--- src/rtl/audio_pkg.sv ---
// Shared types and constants for the audio level meter: FSM states, register
// addresses, full-scale sample values and CTRL bit positions.
package audio_pkg;

    typedef enum logic [1:0] {
        OFF   = 2'd0,
        HOLD  = 2'd1,
        DECAY = 2'd2
    } meter_state_e;

    localparam logic [1:0] ADDR_CTRL    = 2'd0;
    localparam logic [1:0] ADDR_PEAK    = 2'd1;
    localparam logic [1:0] ADDR_CLIPCNT = 2'd2;
    localparam logic [1:0] ADDR_STATUS  = 2'd3;

    localparam logic signed [15:0] FULL_SCALE_POS = 16'sh7FFF;
    localparam logic signed [15:0] FULL_SCALE_NEG = 16'sh8000;

    localparam int CTRL_EN_BIT  = 0;
    localparam int CTRL_CLR_BIT = 1;
    localparam int CTRL_IRQ_BIT = 2;
    localparam int STAT_CLIP_BIT = 0;

endpackage

--- src/rtl/audio_level_meter_regs.sv ---
// Register file for the level meter: CTRL, clip counter, sticky clip flag,
// registered read mux and interrupt output.
module audio_level_meter_regs
    import audio_pkg::*;
(
    input  logic        clk,
    input  logic        reset_n,
    input  logic [1:0]  addr_i,
    input  logic        wr_en_i,
    input  logic        rd_en_i,
    input  logic [7:0]  data_in_i,
    input  logic [14:0] peak_i,
    input  logic        in_hold_i,
    input  logic        clip_evt_i,
    output logic        enable_o,
    output logic        clear_o,
    output logic        clear_en_o,
    output logic [7:0]  data_out_o,
    output logic        clip_irq_o
);

    logic       enable_q, enable_d;
    logic       irq_en_q, irq_en_d;
    logic [7:0] clipcnt_q, clipcnt_d;
    logic       sticky_q, sticky_d;
    logic [7:0] data_out_q, data_out_d;
    logic       clip_irq_q;

    logic wr_ctrl, wr_stat, rd_cnt;

    assign wr_ctrl    = wr_en_i && (addr_i == ADDR_CTRL);
    assign wr_stat    = wr_en_i && (addr_i == ADDR_STATUS);
    assign rd_cnt     = rd_en_i && (addr_i == ADDR_CLIPCNT);
    assign clear_o    = wr_ctrl && data_in_i[CTRL_CLR_BIT];
    assign clear_en_o = data_in_i[CTRL_EN_BIT];

    always_comb begin
        enable_d = enable_q;
        irq_en_d = irq_en_q;
        if (wr_ctrl) begin
            enable_d = data_in_i[CTRL_EN_BIT];
            irq_en_d = data_in_i[CTRL_IRQ_BIT];
        end
    end

    // Read-clear and a same-cycle clip leave the counter at 1, not 0.
    always_comb begin
        clipcnt_d = clipcnt_q;
        if (clear_o)
            clipcnt_d = 8'd0;
        else if (rd_cnt)
            clipcnt_d = clip_evt_i ? 8'd1 : 8'd0;
        else if (clip_evt_i && clipcnt_q != 8'hFF)
            clipcnt_d = clipcnt_q + 8'd1;
    end

    always_comb begin
        sticky_d = sticky_q;
        if (clear_o)
            sticky_d = 1'b0;
        else if (clip_evt_i)
            sticky_d = 1'b1;
        else if (wr_stat && data_in_i[STAT_CLIP_BIT])
            sticky_d = 1'b0;
    end

    always_comb begin
        data_out_d = 8'd0;
        if (rd_en_i) begin
            case (addr_i)
                ADDR_CTRL:    data_out_d = {5'd0, irq_en_q, 1'b0, enable_q};
                ADDR_PEAK:    data_out_d = peak_i[14:7];
                ADDR_CLIPCNT: data_out_d = clipcnt_q;
                default:      data_out_d = {6'd0, in_hold_i, sticky_q};
            endcase
        end
    end

    always_ff @(posedge clk) begin
        if (!reset_n) begin
            enable_q   <= 1'b0;
            irq_en_q   <= 1'b0;
            clipcnt_q  <= 8'd0;
            sticky_q   <= 1'b0;
            data_out_q <= 8'd0;
            clip_irq_q <= 1'b0;
        end else begin
            enable_q   <= enable_d;
            irq_en_q   <= irq_en_d;
            clipcnt_q  <= clipcnt_d;
            sticky_q   <= sticky_d;
            data_out_q <= data_out_d;
            clip_irq_q <= irq_en_q & sticky_q;
        end
    end

    assign enable_o   = enable_q;
    assign data_out_o = data_out_q;
    assign clip_irq_o = clip_irq_q;

endmodule

--- src/rtl/audio_level_meter.sv ---
// Peak envelope (hold + proportional decay) and clip meter for post-gain
// samples, with a small register interface.
module audio_level_meter
    import audio_pkg::*;
#(
    parameter int HOLD_SAMPLES = 4800,
    parameter int DECAY_SHIFT  = 4
) (
    input  logic        clk,
    input  logic        reset_n,
    input  logic [15:0] x_in,
    input  logic        x_valid,
    input  logic [1:0]  addr,
    input  logic        wr_en,
    input  logic        rd_en,
    input  logic [7:0]  data_in,
    output logic [7:0]  data_out,
    output logic        clip_irq
);

    meter_state_e state_q, state_d, cur_state;
    logic [14:0]  peak_q, peak_d;
    logic [15:0]  hold_q, hold_d;

    logic        enable, clear, clear_en, clip_evt, in_hold;
    logic [15:0] neg_x;
    logic [14:0] mag, step, peak_dec;

    // -32768 has no positive 15-bit twin; pin it to full scale.
    assign neg_x = ~x_in + 16'd1;
    always_comb begin
        if (x_in == FULL_SCALE_NEG)
            mag = 15'h7FFF;
        else if (x_in[15])
            mag = neg_x[14:0];
        else
            mag = x_in[14:0];
    end

    assign step     = (peak_q >> DECAY_SHIFT) + 15'd1;
    assign peak_dec = (peak_q > step) ? (peak_q - step) : 15'd0;

    assign clip_evt = x_valid && enable &&
                      ((x_in == FULL_SCALE_POS) || (x_in == FULL_SCALE_NEG));

    always_ff @(posedge clk) begin
        if (!reset_n) begin
            state_q <= OFF;
            peak_q  <= 15'd0;
            hold_q  <= 16'd0;
        end else begin
            state_q <= state_d;
            peak_q  <= peak_d;
            hold_q  <= hold_d;
        end
    end

    // The first enabled cycle after OFF behaves as DECAY so no sample is lost.
    always_comb begin
        state_d   = state_q;
        peak_d    = peak_q;
        hold_d    = hold_q;
        cur_state = (state_q == OFF) ? DECAY : state_q;
        if (clear) begin
            peak_d  = 15'd0;
            hold_d  = 16'd0;
            state_d = clear_en ? DECAY : OFF;
        end else if (!enable) begin
            state_d = OFF;
        end else begin
            state_d = cur_state;
            if (x_valid) begin
                if (mag > peak_q) begin
                    peak_d  = mag;
                    hold_d  = 16'(HOLD_SAMPLES - 1);
                    state_d = HOLD;
                end else if (cur_state == HOLD) begin
                    if (hold_q == 16'd0)
                        state_d = DECAY;
                    else
                        hold_d = hold_q - 16'd1;
                end else begin
                    peak_d = peak_dec;
                end
            end
        end
    end

    always_comb begin
        in_hold = (state_q == HOLD);
    end

    audio_level_meter_regs u_regs (
        .clk        (clk),
        .reset_n    (reset_n),
        .addr_i     (addr),
        .wr_en_i    (wr_en),
        .rd_en_i    (rd_en),
        .data_in_i  (data_in),
        .peak_i     (peak_q),
        .in_hold_i  (in_hold),
        .clip_evt_i (clip_evt),
        .enable_o   (enable),
        .clear_o    (clear),
        .clear_en_o (clear_en),
        .data_out_o (data_out),
        .clip_irq_o (clip_irq)
    );

endmodule

--- config.mk ---
export PLATFORM = sky130hd
export DESIGN_NAME = audio_level_meter
export DESIGN_NICKNAME = d
export VERILOG_FILES = /design/src/rtl/audio_pkg.sv /design/src/rtl/audio_level_meter_regs.sv /design/src/rtl/audio_level_meter.sv
export SDC_FILE = /design/constraint.sdc
export NUM_CORES = 1
export LEC_CHECK = 0
export CAP_MARGIN = 0
export CORE_ASPECT_RATIO = 0.5
export CORE_MARGIN = 4
export CORE_UTILIZATION = 45
export CTS_BUF_LIST = sky130_fd_sc_hd__clkbuf_4 sky130_fd_sc_hd__clkbuf_8 sky130_fd_sc_hd__clkbuf_16
export DETAILED_ROUTE_END_ITERATION = 8
export PLACE_DENSITY = 0.73
export SETUP_SLACK_MARGIN = 0.1
export SYNTH_ARGS = -nofsm -noshare
export SYNTH_HDL_FRONTEND = slang
export SYNTH_SLANG_ARGS = --single-unit
--- constraint.sdc ---
create_clock -name clk -period 7 [get_ports clk]
set_input_delay 1.05 -clock clk [delete_from_list [all_inputs] [get_ports clk]]
set_output_delay 1.05 -clock clk [all_outputs]
set_load 0.02 [all_outputs]
* Word level (Yosys, flattened, before mapping)
Cells that the tools add are included.
** Word-level totals
- Memory bits (read-only) :: 0
- Output and inout port bits :: 9
- Memories kept :: 0
- Memory bits (writable) :: 0
- Register bits after elaboration :: 53
- Bits in latches :: 0
- Bits of input ports :: 31
- Word-level logic and storage cells :: 70
** Cells by class
- Eq/ne operators :: 10
- $add $sub $neg :: 5
- Shift-type cells :: 0
- $mul :: 0
- Reductions and logical operators :: 19
- Multiplexer cells :: 22
- $lt $le $gt $ge :: 2
- Bitwise logic cells :: 3
- Divide/modulo/power cells :: 0
** Operators by type and width (count)
- 15-bit 2-to-1 mux :: 5
- 16-bit 2-to-1 mux :: 3
- 8-bit one-hot mux with 3 select lines :: 1
- 16-bit by 15-bit equality test with 1-bit output (second input constant) :: 1
- 16-bit equality test (second input constant) :: 1
- 16-bit zero test :: 1
- 2-bit 2-to-1 mux :: 8
- 8-bit 2-to-1 mux :: 2
- 16-bit by 1-bit subtractor with 16-bit output (second input constant) :: 1
- 15-bit by 1-bit adder with 15-bit output (second input constant) :: 1
- 15-bit by 12-bit > comparator with 1-bit output :: 1
- 15-bit > comparator :: 1
- 15-bit inverter :: 1
- 15-bit by 12-bit subtractor with 15-bit output :: 1
- 11-bit by 1-bit adder with 12-bit output (second input constant) :: 1
- 8-bit by 1-bit adder with 8-bit output (second input constant) :: 1
- 1-bit logical AND :: 8
- 8-bit != test (second input constant) :: 1
- 2-bit by 1-bit equality test with 1-bit output (second input constant) :: 3
- 2-bit nonzero test :: 3
- 2-bit equality test (second input constant) :: 2
- 2-bit zero test :: 2
- 2-bit != test (second input constant) :: 2
- 4-bit AND reduction :: 1
- 7 further kinds :: 9

* Longest topological paths before layout
- Word-level depth :: 9
- Gate-level depth with buffers :: 18
- Gate-level depth less buffers :: 16

* Hierarchy
Synthesis repeated with hierarchy kept, for this count alone.
** Unflattened totals
- Cells, all modules :: 514
- Area, all modules :: 4026.4 um2
** By module, submodules not included
- audio_level_meter :: sequential area each 660.6 um2, times used 1, area an instance 3123.0 um2, cells an instance 416
- audio_level_meter_regs :: sequential area each 400.4 um2, times used 1, area an instance 903.4 um2, cells an instance 98

* Least setup slack after synthesis
Ideal clock, no wire load.
- Path type :: input to register
- From :: input x_in[1]
- To :: register peak_q[10]
- Arrival time :: 3987 ps
- Buffers on the path :: 2
- Stages on the path :: 18
- Library setup time :: 70 ps
- Setup slack :: 2943 ps
- Required time :: 6930 ps
- Path through :: inv_1 > ha_1 > nor3b_1 > and3_1 > clkbuf_1 > and2_1 > nor2_1 > mux2_2 > inv_1 > ha_1 > nand4_1 > nor4_1 > a21oi_1 > o21ai_0 > buf_2 > a21oi_1 > a221o_1 > a21oi_1
** Between the ends
- Word-level cells in the longest chain between the ends :: 7
- Elaborated cells on any way between the ends :: 9
- Those cells by class :: 1 x add/sub; 1 x order compare; 2 x eq/ne; 3 x mux; 1 x bitwise; 1 x reduce/logical
** RTL lines
- start: declaration :: line audio_level_meter.sv:11 : input logic [15:0] x_in,
- 15-bit inverter :: line audio_level_meter.sv:30 : assign neg_x = ~x_in + 16'd1;
- 15-bit by 1-bit adder with 15-bit output :: line audio_level_meter.sv:30
- 15-bit 2-to-1 mux :: line audio_level_meter.sv:34 : else if (x_in[15])
- 15-bit 2-to-1 mux (*) :: line audio_level_meter.sv:32 : if (x_in == FULL_SCALE_NEG)
- 15-bit > comparator :: line audio_level_meter.sv:73 : if (mag > peak_q) begin
- 2-bit != test (no line)
- 3-bit AND reduction (no line)
- end signal: assignment :: line audio_level_meter.sv:53 : peak_q <= peak_d;
- end: declaration :: line audio_level_meter.sv:22 : logic [14:0] peak_q, peak_d;
Mark *: on every way between the ends. The rest lies on a longest branch, timed or not.
A chain may end at the register's enable or synchronous reset.

* Worst setup path after layout
- From :: input x_in[15]
- To :: register peak_q[10]
** Between the ends
- Word-level cells in the longest chain between the ends :: 5
- Elaborated cells on any way between the ends :: 7
- Those cells by class :: 1 x order compare; 2 x eq/ne; 3 x mux; 1 x reduce/logical
** RTL lines (line)
- 16-bit equality test or 15-bit 2-to-1 mux (tied branches) :: audio_level_meter.sv:32, audio_level_meter.sv:34
- 15-bit 2-to-1 mux (*) :: audio_level_meter.sv:32
- 15-bit > comparator :: audio_level_meter.sv:73
- 2-bit != test (no line)
- 3-bit AND reduction (no line)
Marks and branches as above.

==> results.cfg <==
[global_routing]
grt_usage = 0.195
grt_pass1_wl_um = 16700
overflow = 0
grt-busiest-layer = met2
antenna_found_initial = 0
grt_util_met1 = 0.284
grt_max_degree = 24
grt_pass1_vias = 3492
use_met2 = 0.306
gr-usage-met3 = 0.0317

[finish]
fin_util = 0.550
syn_to_final_growth_pct = 14.3
antenna_cells = 0
final_common_cell = dfxtp_1
fin_nets = 597
final_cell_area_sq_um = 4570
drive_gt1_frac = 0.0393
final_cell_mix = dfxtp_1 (53), nor2_1 (50), a21oi_1 (46)

[floorplanning]
die_w_um = 141
initial_core_util = 0.481
die_area_sq_um = 10600
design.core.area_sq_um = 8320
die_h_um = 74.7
rows = 23
pin_count = 40

[job]
maxCapViolations = 0

[yosys]
syn_area_sq_um = 4000
synth_area_per_cell_sq_um = 7.89
synth_edf_count = 0
syn_nets = 571
ys_seq_elements = 53
yosysSeqAreaShare = 0.265
ys.warnings.count = 0
synth_cells = 507
netlist-cell-type-count = 66
synthFlopType = dfxtp_1
ys_async_sr_fraction = 0

[setup_path]
rr_worst_depth = 13
crit_end = peak_q[10]
worstPathArrival_ns = 5.22
worstPathRequired_ns = 7.23
start_kind = input port
critPathMaxFanout = 23
r2r_end = peak_q[13]
startpoint = x_in[15]
critical_path_class = in -> reg
rrSetupSlack_ns = 3.02
critPathCaptureType = flip-flop
timing.rr.start = peak_q[7]

[status]
status = complete, no violations

[cts]
clk_latency_ns = 0.30
cts_hold_buffers = 0
cts_sinks = 53
ctsLongestPathBuffers = 2
clk_pin_slew_ns = 0.07
cts_root_buf = clkbuf_16
postCtsSetupRepairBufs = 0
cts_tree = yes
cts_resized = 0
numCtsBuffers = 5
htree_levels = 2

[timing]
hold_violations = 0
fin_skew_ns = 0.00364
tightest_slew_ns = 0.812
rsz0062_at_grt = false
report.final.setup_viol = 0
fin_crit_sh = 0.713
slew_headroom = 0.457
finalSetupTns_ns = 0
maxClockFrequency_mhz = 200
post-route-min-period_ns = 4.99
final_max_slew_viol_count = 0

[drt]
ant_nets = 0
drtIter0Drc = 307
drt_wl_total_um = 9830
route.detailed.drc = 0
dr.pass1.iters = 6
wl_per_cell_um = 15.2
viasPerCell = 5.88
via_count = 3800

[place]
placed_area_sq_um = 4410
gp_routability_congestion = 0.880
hpwlAfterDp_um = 7500
io_buffer_count = 34

[power_and_ir_drop]
vdd_drop_max_uv = 97.0
p_per_area_nw_per_um2 = 159
leakage_nw = 1.69

[worst_hold_path]
hold_class = reg -> reg
-- cells in the mapped netlist, drive strengths merged (7+ instances only) --
| master | count | area share |
|---|---|---|
| nor2b | 8 | 0.013 |
| o21a | 8 | 0.015 |
| inv | 27 | 0.025 |
| nand4 | 11 | 0.017 |
| mux2i | 7 | 0.018 |
| clkbuf | 12 | 0.011 |
| nor2 | 50 | 0.047 |
| xnor2 | 18 | 0.039 |
| a21oi | 46 | 0.058 |
| xor2 | 15 | 0.033 |
| nand2 | 41 | 0.038 |
| dfxtp | 53 | 0.27 |
| and3 | 12 | 0.019 |
| nor3 | 15 | 0.021 |
| nand3 | 17 | 0.021 |
| a221oi | 8 | 0.018 |
| o21ai | 23 | 0.029 |
| ha | 32 | 0.10 |
| a211oi | 8 | 0.015 |
-- cells by family (layout without fill, tap and decap cells) --
group | after synthesis | after routing | share of synthesized area
multiplexers | 9 | 9 | 0.0260
AO/OA/AOI/OAI | 148 | 148 | 0.249
AND/OR/NAND/NOR | 187 | 187 | 0.238
flip-flops | 53 | 53 | 0.265
XOR/XNOR | 33 | 33 | 0.0723
buffers and inverters | 44 | 71 | 0.0441
adder cells (fa/ha/maj) | 33 | 33 | 0.105
-- routing by layer --
| metal | routed length, um | vias up |
|---|---|---|
| met5 | 0 | - |
| met4 | 89 | 0 |
| met3 | 657 | 9 |
| met2 | 4100 | 123 |
| met1 | 4990 | 1733 |
| li1 | - | 1935 |
-- critical path, stage by stage --
cell	delay [ns]
clkdlybuf4s50_1	0.93
and3b_1	0.37
and2_1	0.30
nor2_1	0.06
mux2_2	0.30
inv_1	0.07
ha_1	0.13
nand4_1	0.12
nor4_1	0.62
a21oi_1	0.21
o21ai_1	0.27
buf_4	0.28
a21oi_1	0.08
a221o_1	0.33
a21oi_1	0.11
-- stage by stage --
step / total power, W / cells / setup WS (ns) / hold slack, ns
after floorplan: 0.000425 / 507 / 2.94 / 0.448
after global placement: 0.000471 / 637 / 1.60 / 0.466
after detailed placement: 0.000473 / 637 / 1.54 / 0.477
after CTS: 0.000729 / 645 / 1.83 / 0.490
after global routing: 0.000762 / 646 / 1.60 / 0.517
final: 0.000727 / 646 / 2.01 / 0.490
-- registers in the layout, indices dropped and copies added (netlist names), 2 cells and up --
register / cells
peak_q: 15
u_regs.data_out_o: 8
hold_q: 16
state_q: 2
u_regs.clipcnt_q: 8
-- how the worst min path moves through the flow --
| stage | cells past startpoint | slack [ns] | from | to |
|---|---|---|---|---|
| 4_1_cts | 2 | 0.49 | hold_q[6] | hold_q[6] |
| 3_5_place_dp | 2 | 0.48 | hold_q[6] | hold_q[6] |
| 5_1_grt | 2 | 0.52 | hold_q[6] | hold_q[6] |
| 3_3_place_gp | 2 | 0.47 | hold_q[6] | hold_q[6] |
| 6_report | 2 | 0.49 | hold_q[6] | hold_q[6] |
| 2_1_floorplan | 2 | 0.45 | hold_q[6] | hold_q[6] |
-- final cells by class --
cell class	instances	area, sq um
clock buffers	5	125
clock inverters	3	26.3
fillers	807	3740
inverters	27	101
multi-input cells	410	2760
flip-flops and latches	53	1060
well taps	112	140
repair buffers	36	355
-- where the power goes --
part,internal (W),leakage (nW),total (W),switching (W)
clock network,0.000135,0.0680,0.000258,0.000122
registers,0.000306,0.428,0.000311,0.00000488
logic,0.0000671,1.19,0.000159,0.0000917
total,0.000508,1.69,0.000727,0.000219
Note: power is estimated with default switching activity, not from simulation.
